`src/rtl/qa_drv_hc_pkg.sv`:
```
// Shared definitions for both ends of the host-channel issue protocol.
package qa_drv_hc_pkg;

    // Entries the receive FIFO reserves once almostfull rises. This must match the issue-side
    // gate depth: producer sampling flop plus issue pipeline.
    localparam int unsigned QA_HC_DEFAULT_SLACK      = 4;
    localparam int unsigned QA_HC_DEFAULT_DEPTH      = 32;
    localparam int unsigned QA_HC_DEFAULT_DATA_WIDTH = 64;

    // Pointer index for the default-depth receive FIFO.
    typedef logic [$clog2(QA_HC_DEFAULT_DEPTH)-1:0] t_qa_hc_fifo_idx;

    // Payload word carried on the channel.
    typedef logic [QA_HC_DEFAULT_DATA_WIDTH-1:0] t_qa_hc_payload;

    // True when v is a non-zero power of two.
    function automatic bit qa_hc_is_pow2(input int unsigned v);
        return (v != 0) && ((v & (v - 1)) == 0);
    endfunction

endpackage

```
`src/rtl/qa_drv_hc_fifo_mem.sv`:
```
// Simple dual-port storage: synchronous write, asynchronous read, contents not reset.
module qa_drv_hc_fifo_mem #(
    parameter int unsigned DATA_WIDTH = 64,
    parameter int unsigned DEPTH      = 32
) (
    input  logic                     clk,
    input  logic                     we,
    input  logic [$clog2(DEPTH)-1:0] waddr,
    input  logic [DATA_WIDTH-1:0]    wdata,
    input  logic [$clog2(DEPTH)-1:0] raddr,
    output logic [DATA_WIDTH-1:0]    rdata
);

    logic [DATA_WIDTH-1:0] mem_q [DEPTH];

    // Write port: one entry per accepted write, no reset so it maps onto plain RAM.
    always_ff @(posedge clk) begin
        if (we) begin
            mem_q[waddr] <= wdata;
        end
    end

    // Read port is combinational so the head entry is visible the cycle after it is written.
    assign rdata = mem_q[raddr];

endmodule

```
`src/rtl/qa_drv_hc_rx_almostfull_fifo.sv`:
```
// Receive-side FIFO for the host-channel issue protocol. Buffers producer writes for the
// consumer and drives a registered almostfull that leaves SLACK entries for in-flight writes.
module qa_drv_hc_rx_almostfull_fifo
    import qa_drv_hc_pkg::*;
#(
    parameter int unsigned DATA_WIDTH = 64,
    parameter int unsigned DEPTH      = 32,
    parameter int unsigned SLACK      = QA_HC_DEFAULT_SLACK
) (
    input  logic                       clk,
    input  logic                       reset_n,
    input  logic                       enq_en,
    input  logic [DATA_WIDTH-1:0]      enq_data,
    output logic                       almostfull,
    input  logic                       deq_en,
    output logic [DATA_WIDTH-1:0]      first,
    output logic                       not_empty,
    output logic [$clog2(DEPTH+1)-1:0] count,
    output logic                       overflow,
    output logic                       underflow
);

    localparam int unsigned AW = $clog2(DEPTH);
    localparam int unsigned CW = $clog2(DEPTH + 1);

    localparam logic [CW-1:0] FULL_CNT   = CW'(DEPTH);
    localparam logic [CW-1:0] THRESH_CNT = CW'(DEPTH - SLACK);

    if (!qa_hc_is_pow2(DEPTH) || (DEPTH < 4) || (SLACK < 2) || (SLACK >= DEPTH))
    begin : g_param_check
        $fatal(1, "qa_drv_hc_rx_almostfull_fifo: DEPTH must be a power of 2 >= 4, 2 <= SLACK < DEPTH");
    end

    logic [AW-1:0] wr_ptr_q, rd_ptr_q;
    logic [CW-1:0] count_q, count_d;
    logic          not_empty_q, almostfull_q, overflow_q, underflow_q;
    logic          enq_acc, deq_acc;

    // Accept decisions. A full FIFO still takes a write when the head leaves on the same edge;
    // an empty FIFO never bypasses, so deq is refused even if a write arrives together.
    always_comb begin
        deq_acc = deq_en && (count_q != '0);
        enq_acc = enq_en && ((count_q < FULL_CNT) || deq_acc);
        count_d = count_q + {{(CW-1){1'b0}}, enq_acc} - {{(CW-1){1'b0}}, deq_acc};
    end

    // Pointers, occupancy and flags. Flags derive from count_d so they line up with count.
    always_ff @(posedge clk or negedge reset_n) begin
        if (!reset_n) begin
            wr_ptr_q     <= '0;
            rd_ptr_q     <= '0;
            count_q      <= '0;
            not_empty_q  <= 1'b0;
            almostfull_q <= 1'b0;
            overflow_q   <= 1'b0;
            underflow_q  <= 1'b0;
        end else begin
            if (enq_acc) begin
                wr_ptr_q <= wr_ptr_q + 1'b1;
            end
            if (deq_acc) begin
                rd_ptr_q <= rd_ptr_q + 1'b1;
            end
            count_q      <= count_d;
            not_empty_q  <= (count_d != '0);
            almostfull_q <= (count_d >= THRESH_CNT);
            if (enq_en && !enq_acc) begin
                overflow_q <= 1'b1;
            end
            if (deq_en && (count_q == '0)) begin
                underflow_q <= 1'b1;
            end
        end
    end

    qa_drv_hc_fifo_mem #(
        .DATA_WIDTH (DATA_WIDTH),
        .DEPTH      (DEPTH)
    ) u_mem (
        .clk   (clk),
        .we    (enq_acc),
        .waddr (wr_ptr_q),
        .wdata (enq_data),
        .raddr (rd_ptr_q),
        .rdata (first)
    );

    assign count      = count_q;
    assign not_empty  = not_empty_q;
    assign almostfull = almostfull_q;
    assign overflow   = overflow_q;
    assign underflow  = underflow_q;

endmodule
```
`config.mk`:
```
export PLATFORM = sky130hd
export DESIGN_NAME = qa_drv_hc_rx_almostfull_fifo
export DESIGN_NICKNAME = d
export VERILOG_FILES = /design/src/rtl/qa_drv_hc_pkg.sv /design/src/rtl/qa_drv_hc_fifo_mem.sv /design/src/rtl/qa_drv_hc_rx_almostfull_fifo.sv
export SDC_FILE = /design/constraint.sdc
export NUM_CORES = 2
export LEC_CHECK = 0
export ABC_CLOCK_PERIOD_IN_PS = 5200
export CORE_MARGIN = 2
export CORE_UTILIZATION = 45
export CTS_BUF_LIST = sky130_fd_sc_hd__clkbuf_4
export DETAILED_ROUTE_END_ITERATION = 12
export PLACE_DENSITY_LB_ADDON = 0.08
export SETUP_SLACK_MARGIN = 0.3
export SLEW_MARGIN = 10
export SYNTH_ARGS = -nofsm -noshare
export SYNTH_HDL_FRONTEND = slang
export SYNTH_SLANG_ARGS = --single-unit
```
`constraint.sdc`:
```
create_clock -name clk -period 5.2 [get_ports clk]
set_input_delay 1.04 -clock clk [delete_from_list [all_inputs] [get_ports clk]]
set_output_delay 1.04 -clock clk [all_outputs]
set_load 0.02 [all_outputs]
```
**Yosys cells after proc, flatten, opt, wreduce, memory -nomap -nowiden**

Memories as Yosys holds them, arrays and structs flattened.
Index checks and enable logic that the tools add are counted.

- $add $sub $neg: 4
- Bitwise gates (word level): 0
- Magnitude comparators: 2
- Shift operators: 0
- Reductions and logical operators: 9
- Muxes and demuxes: 2
- Divide/modulo/power cells: 0
- Equal/unequal tests: 0
- $mul: 0

Operators by type and width:

| operator | number |
|---|---|
| 6-bit nonzero test | 2 |
| 5-bit by 1-bit adder with 5-bit output (second input constant) | 2 |
| 6-bit by 1-bit adder with 6-bit output | 1 |
| 6-bit by 5-bit >= comparator with 1-bit output (second input constant) | 1 |
| 6-bit logical NOT | 1 |
| 6-bit less-than comparator (second input constant) | 1 |
| 6-bit by 1-bit subtractor with 6-bit output | 1 |
| 1-bit logical AND | 4 |
| 1-bit two-way mux | 2 |
| 1-bit logical NOT | 1 |
| 1-bit logical OR | 1 |

- Bits in latches: 0
- Memories kept: 1
- Logic and storage cells: 25
- Bits in writable memories: 2048
- Register bits after elaboration: 20
- Bits in read-only memories: 0

Memory list:

| name | depth | width | read ports | clocked after memory_dff | write ports | RTL line | RTL |
|---|---|---|---|---|---|---|---|
| u_mem.mem_q | 32 | 64 | 1 | 0 | 1 | qa_drv_hc_fifo_mem.sv:14 | `logic [DATA_WIDTH-1:0] mem_q [DEPTH];` |

**Longest topological paths before layout**

- Word-level depth: 7
- Mapped depth: 13
- Gate-level depth less buffers: 13

**By module**

From an unflattened synthesis, not the netlist that was laid out.

- Cells, all modules: 3122
- Area, all modules: 78703.0 µm²

By module, submodules not included:

| module | seq. area each (µm²) | area each (µm²) | cells an instance | instances |
|---|---|---|---|---|
| qa_drv_hc_fifo_mem | 61499.0 | 77683.3 | 3033 | 1 |
| qa_drv_hc_rx_almostfull_fifo | 500.5 | 1019.7 | 89 | 1 |

**Least setup slack after synthesis**

OpenSTA, ideal clock, no wires.

- Kind: input to register
- Start: input deq_en
- End: memory u_mem.mem_q[31][0], enable pin
- Slack: 0.235 ns
- Cell stages on the path: 4
- Arrival time: 4.479 ns
- Library setup time: 0.487 ns
- Cell sequence: inv_1 -> o21ai_1 -> nand3_1 -> nor2_1

- Cells in the longest elaborated chain, start to end: 5

Ends and longest elaborated chain:

| what | RTL line | RTL |
|---|---|---|
| start: declaration | qa_drv_hc_rx_almostfull_fifo.sv:15 | `input logic deq_en,` |
| 1-bit logical AND | qa_drv_hc_rx_almostfull_fifo.sv:42 | `deq_acc = deq_en && (count_q != '0);` |
| 1-bit logical OR | qa_drv_hc_rx_almostfull_fifo.sv:43 | `enq_acc = enq_en && ((count_q < FULL_CNT) \|\| deq_acc);` |
| 1-bit logical AND | qa_drv_hc_rx_almostfull_fifo.sv:43 |  |
| 1-bit two-way mux | qa_drv_hc_fifo_mem.sv:18 | `if (we) begin` |
| 1-bit two-way mux (not written as such) | qa_drv_hc_fifo_mem.sv:19 | `mem_q[waddr] <= wdata;` |
| end: declaration | qa_drv_hc_fifo_mem.sv:14 |  |

No other way between the ends.

**Worst setup path in the final report**

- Start: register rd_ptr_q[1]
- End: output first[28]

- Cells in the longest elaborated chain, start to end: 1

Ends and longest elaborated chain:

| what | RTL line | RTL |
|---|---|---|
| start: declaration | qa_drv_hc_rx_almostfull_fifo.sv:34 | `logic [AW-1:0] wr_ptr_q, rd_ptr_q;` |
| start signal: assignment | qa_drv_hc_rx_almostfull_fifo.sv:62 | `rd_ptr_q <= rd_ptr_q + 1'b1;` |
| memory read 32 x 64 bit | n/a |  |
| end: declaration | qa_drv_hc_rx_almostfull_fifo.sv:16 | `output logic [DATA_WIDTH-1:0] first,` |

No other way between the ends.

==> impl_metrics.json <==
{
  "clock_latency_ps": 1360,
  "syn_area_per_cell_um2": 21.9,
  "synth_top_family_by_area": "multiplexers",
  "numCtsBuffers": 560,
  "post-route-min-period_ps": 4840,
  "first_pass_iters": 5,
  "path_cells": "buf_12, buf_12, mux2_2, o22ai_1, nor2_1, a211o_1, dlygate4sd2_1",
  "p_total_uw": 51100,
  "grt_pass1_vias": 43600,
  "synth_compound_area_share_pct": 3.60,
  "nets": 4423,
  "drc_errors": 0,
  "cts_root_buffer": "clkbuf_4",
  "reg2reg_depth": 13,
  "antenna_left": 0,
  "crit_fanout": 58,
  "setup_violations": 0,
  "yosys_warnings": 0,
  "rrSetupSlack_ps": 2030,
  "antenna_found_initial": 16,
  "fin_skew_ps": 74.9,
  "start_util_pct": 45.3,
  "htree_levels": 6,
  "synth_edf_count": 2048,
  "area_growth_pct": 17.9,
  "wl_per_cell_um": 31.9,
  "vdd.ir_drop.worst_mv": 0.405,
  "final-max-slew-violation-count": 0,
  "crit_required_ps": 4160,
  "die_y_um": 422,
  "min_to": "u_mem.mem_q[24][15]$_DFFE_PP_",
  "critPathLaunchType": "flip-flop",
  "worstHoldPathCells": 1,
  "status": "completed",
  "synth_common_cells": "edfxtp_1, mux4_2, mux2_2, o22ai_1, mux2i_1",
  "reg2reg_to": "almostfull$_DFF_PN0_",
  "netlist_instances": 3591,
  "cap_viol_max_count": 0,
  "tightest_slew_ps": 1260,
  "fin_crit_sh_pct": 93.1,
  "synthArstFlopShare_pct": 0.967,
  "drive_gt1_share_pct": 38.2,
  "grt_usage_pct": 24.9,
  "synth_xor_area_share_pct": 0.122,
  "final_util_pct": 53.4,
  "fin_setup_tns_ps": 0,
  "grt_pass1_wl_um": 315000,
  "total_leakage_power_uw": 0.0303,
  "yosysSeqAreaShare_pct": 78.8,
  "relSlewSlack_pct": 15.8,
  "io_pins": 142,
  "worst_path_most_repeated_cell": "buf_12",
  "dp_cells": 6019,
  "hold_start": "enq_data[15]",
  "dieArea_mm2": 0.178,
  "rsz0062_at_grt": "true",
  "vias": 41500,
  "tritoncts": "done",
  "worstSetupPathType": "reg2out",
  "slowest_stage": "dfrtp_4",
  "clkTransAtPathRegs_ps": 70,
  "hpwl_um": 110000,
  "worstPathArrival_ps": 3800,
  "grt_max_degree": 59,
  "fp-row-count": 153,
  "synth_top_area_cell": "edfxtp_1",
  "syn_nets": 3673,
  "ys_ff_latch": 2068,
  "io_buffers": 141,
  "first_iter_violations": 4074,
  "globalRouteOverflowTotal": 0,
  "clockBufferDepth": 4,
  "synthSimpleGateAreaFrac_pct": 1.57,
  "coreArea_mm2": 0.174,
  "timing.final.ws_setup_ps": 360,
  "die_x_um": 422,
  "wl_um": 224000,
  "fmax_ghz": 0.207,
  "min_path_type": "in2reg",
  "max_stage_delay_ps": 440,
  "final_cells": 7022,
  "synth_area_leaders": "edfxtp_1, mux4_2, mux2_2",
  "yosysMostFrequentCell": "edfxtp_1",
  "synth_area_mm2": 0.0787,
  "cts_num_sinks": 2068,
  "synth_top_area_share_pct": 78.1,
  "vias_per_cell": 5.91,
  "synth_flop_cell": "edfxtp_1",
  "endpoint_kind": "primary output",
  "powerDensity_mw_per_mm2": 551,
  "hold_viol": 0,
  "gp_congestion": 0.773,
  "synthAdderAreaFrac_pct": 0.232,
  "r2r_start": "count[5]$_DFF_PN0_",
  "synth.mux.area_fraction_pct": 14.3,
  "place_ws_ps": 911,
  "synth_cell_types": 48
}
[how the worst max path moves through the flow]
stage / startpoint / end / slack, ps / cells after the start
6_report: rd_ptr_q[1]$_DFFE_PN0P_ / first[28] / 360 / 7
5_1_grt: rd_ptr_q[1]$_DFFE_PN0P_ / first[28] / 170 / 7
4_1_cts: rd_ptr_q[0]$_DFFE_PN0P_ / first[47] / 150 / 7
3_5_place_dp: rd_ptr_q[0]$_DFFE_PN0P_ / first[0] / 910 / 6
3_3_place_gp: rd_ptr_q[0]$_DFFE_PN0P_ / first[0] / 880 / 6
2_1_floorplan: deq_en / u_mem.mem_q[31][0]$_DFFE_PP_ / 230 / 4
[worst max-delay path: cells and delay by family (launching register included)]
family,cells,cell delay (ps)
buf+inv,3,800
compound gates,2,600
flops,1,440
mux,1,380
simple gates,1,140
[sequential cells by signal (all words and copies together), names as in the netlist]
signal / flops
u_mem.mem_q: 2048
count: 6
rd_ptr_q: 5
wr_ptr_q: 5
almostfull: 1
not_empty: 1
overflow: 1
underflow: 1
[report_power, final]
part	leakage (uW)	switching [uW]	total (uW)	internal (uW)
Combinational	0.00762	9920	17600	7700
Sequential	0.0187	273	19500	19300
Clock	0.00406	6470	13900	7480
Total	0.0303	16700	51100	34400
[metrics by stage]
stage                     area (um2)  hold WS [ps]
final                          92800           276
after global routing           92800           167
after CTS                      92600           159
after detailed placement       84100           454
after global placement         84100           444
after floorplan                78700           510
[routing by layer]
metal / share of wire, % / track usage [%] / wire, um
met1: 42 / 34.2 / 94600
met2: 49 / 40.1 / 109000
met3: 7.1 / 5.66 / 15900
met4: 2.0 / 7.33 / 4410
met5: 0.021 / 0 / 46
[repair_timing]
item | in CTS | in global routing
hold endpoints to repair | 20 | 0
hold buffers | 1 | 0
resized for setup | 223 | 50
endpoints found under the setup margin | 64 | 35
gates cloned | 27 | 5
pin swaps | 23 | 8
setup buffers | 51 | 1
[area by class of cell]
type	instances	area [um2]
Antenna cell	6	15.0
Clock buffer	817	6130
Clock inverter	95	566
Fill cell	13800	81000
Inverter	17	63.8
Multi-Input combinational cell	1307	16300
Sequential cell	2068	62000
Tap cell	2325	2910
Timing Repair Buffer	387	4790
[cell usage in the layout (no fill, tap or decap), types with 26 or more instances in the layout]
master,synthesis,routed
clkinv_1,0,62
mux2_2,162,162
nor2b_1,29,26
o22ai_1,148,136
a22oi_1,85,69
nand2_1,33,30
buf_12,0,54
o221ai_1,43,34
clkbuf_4,0,817
mux2i_1,116,116
edfxtp_1,2048,2048
nor2_4,0,33
mux4_2,368,368
buf_4,36,151
clkdlybuf4s50_1,0,73
buf_16,0,28
nand3_1,35,34
[logic make-up after synthesis]
group | count (synthesis)
buf+inv | 219
mux | 646
fa+ha+maj | 14
compound gates | 392
flops | 2068
simple gates | 241
xor+xnor | 11
Note: power is estimated with default switching activity, not from simulation.
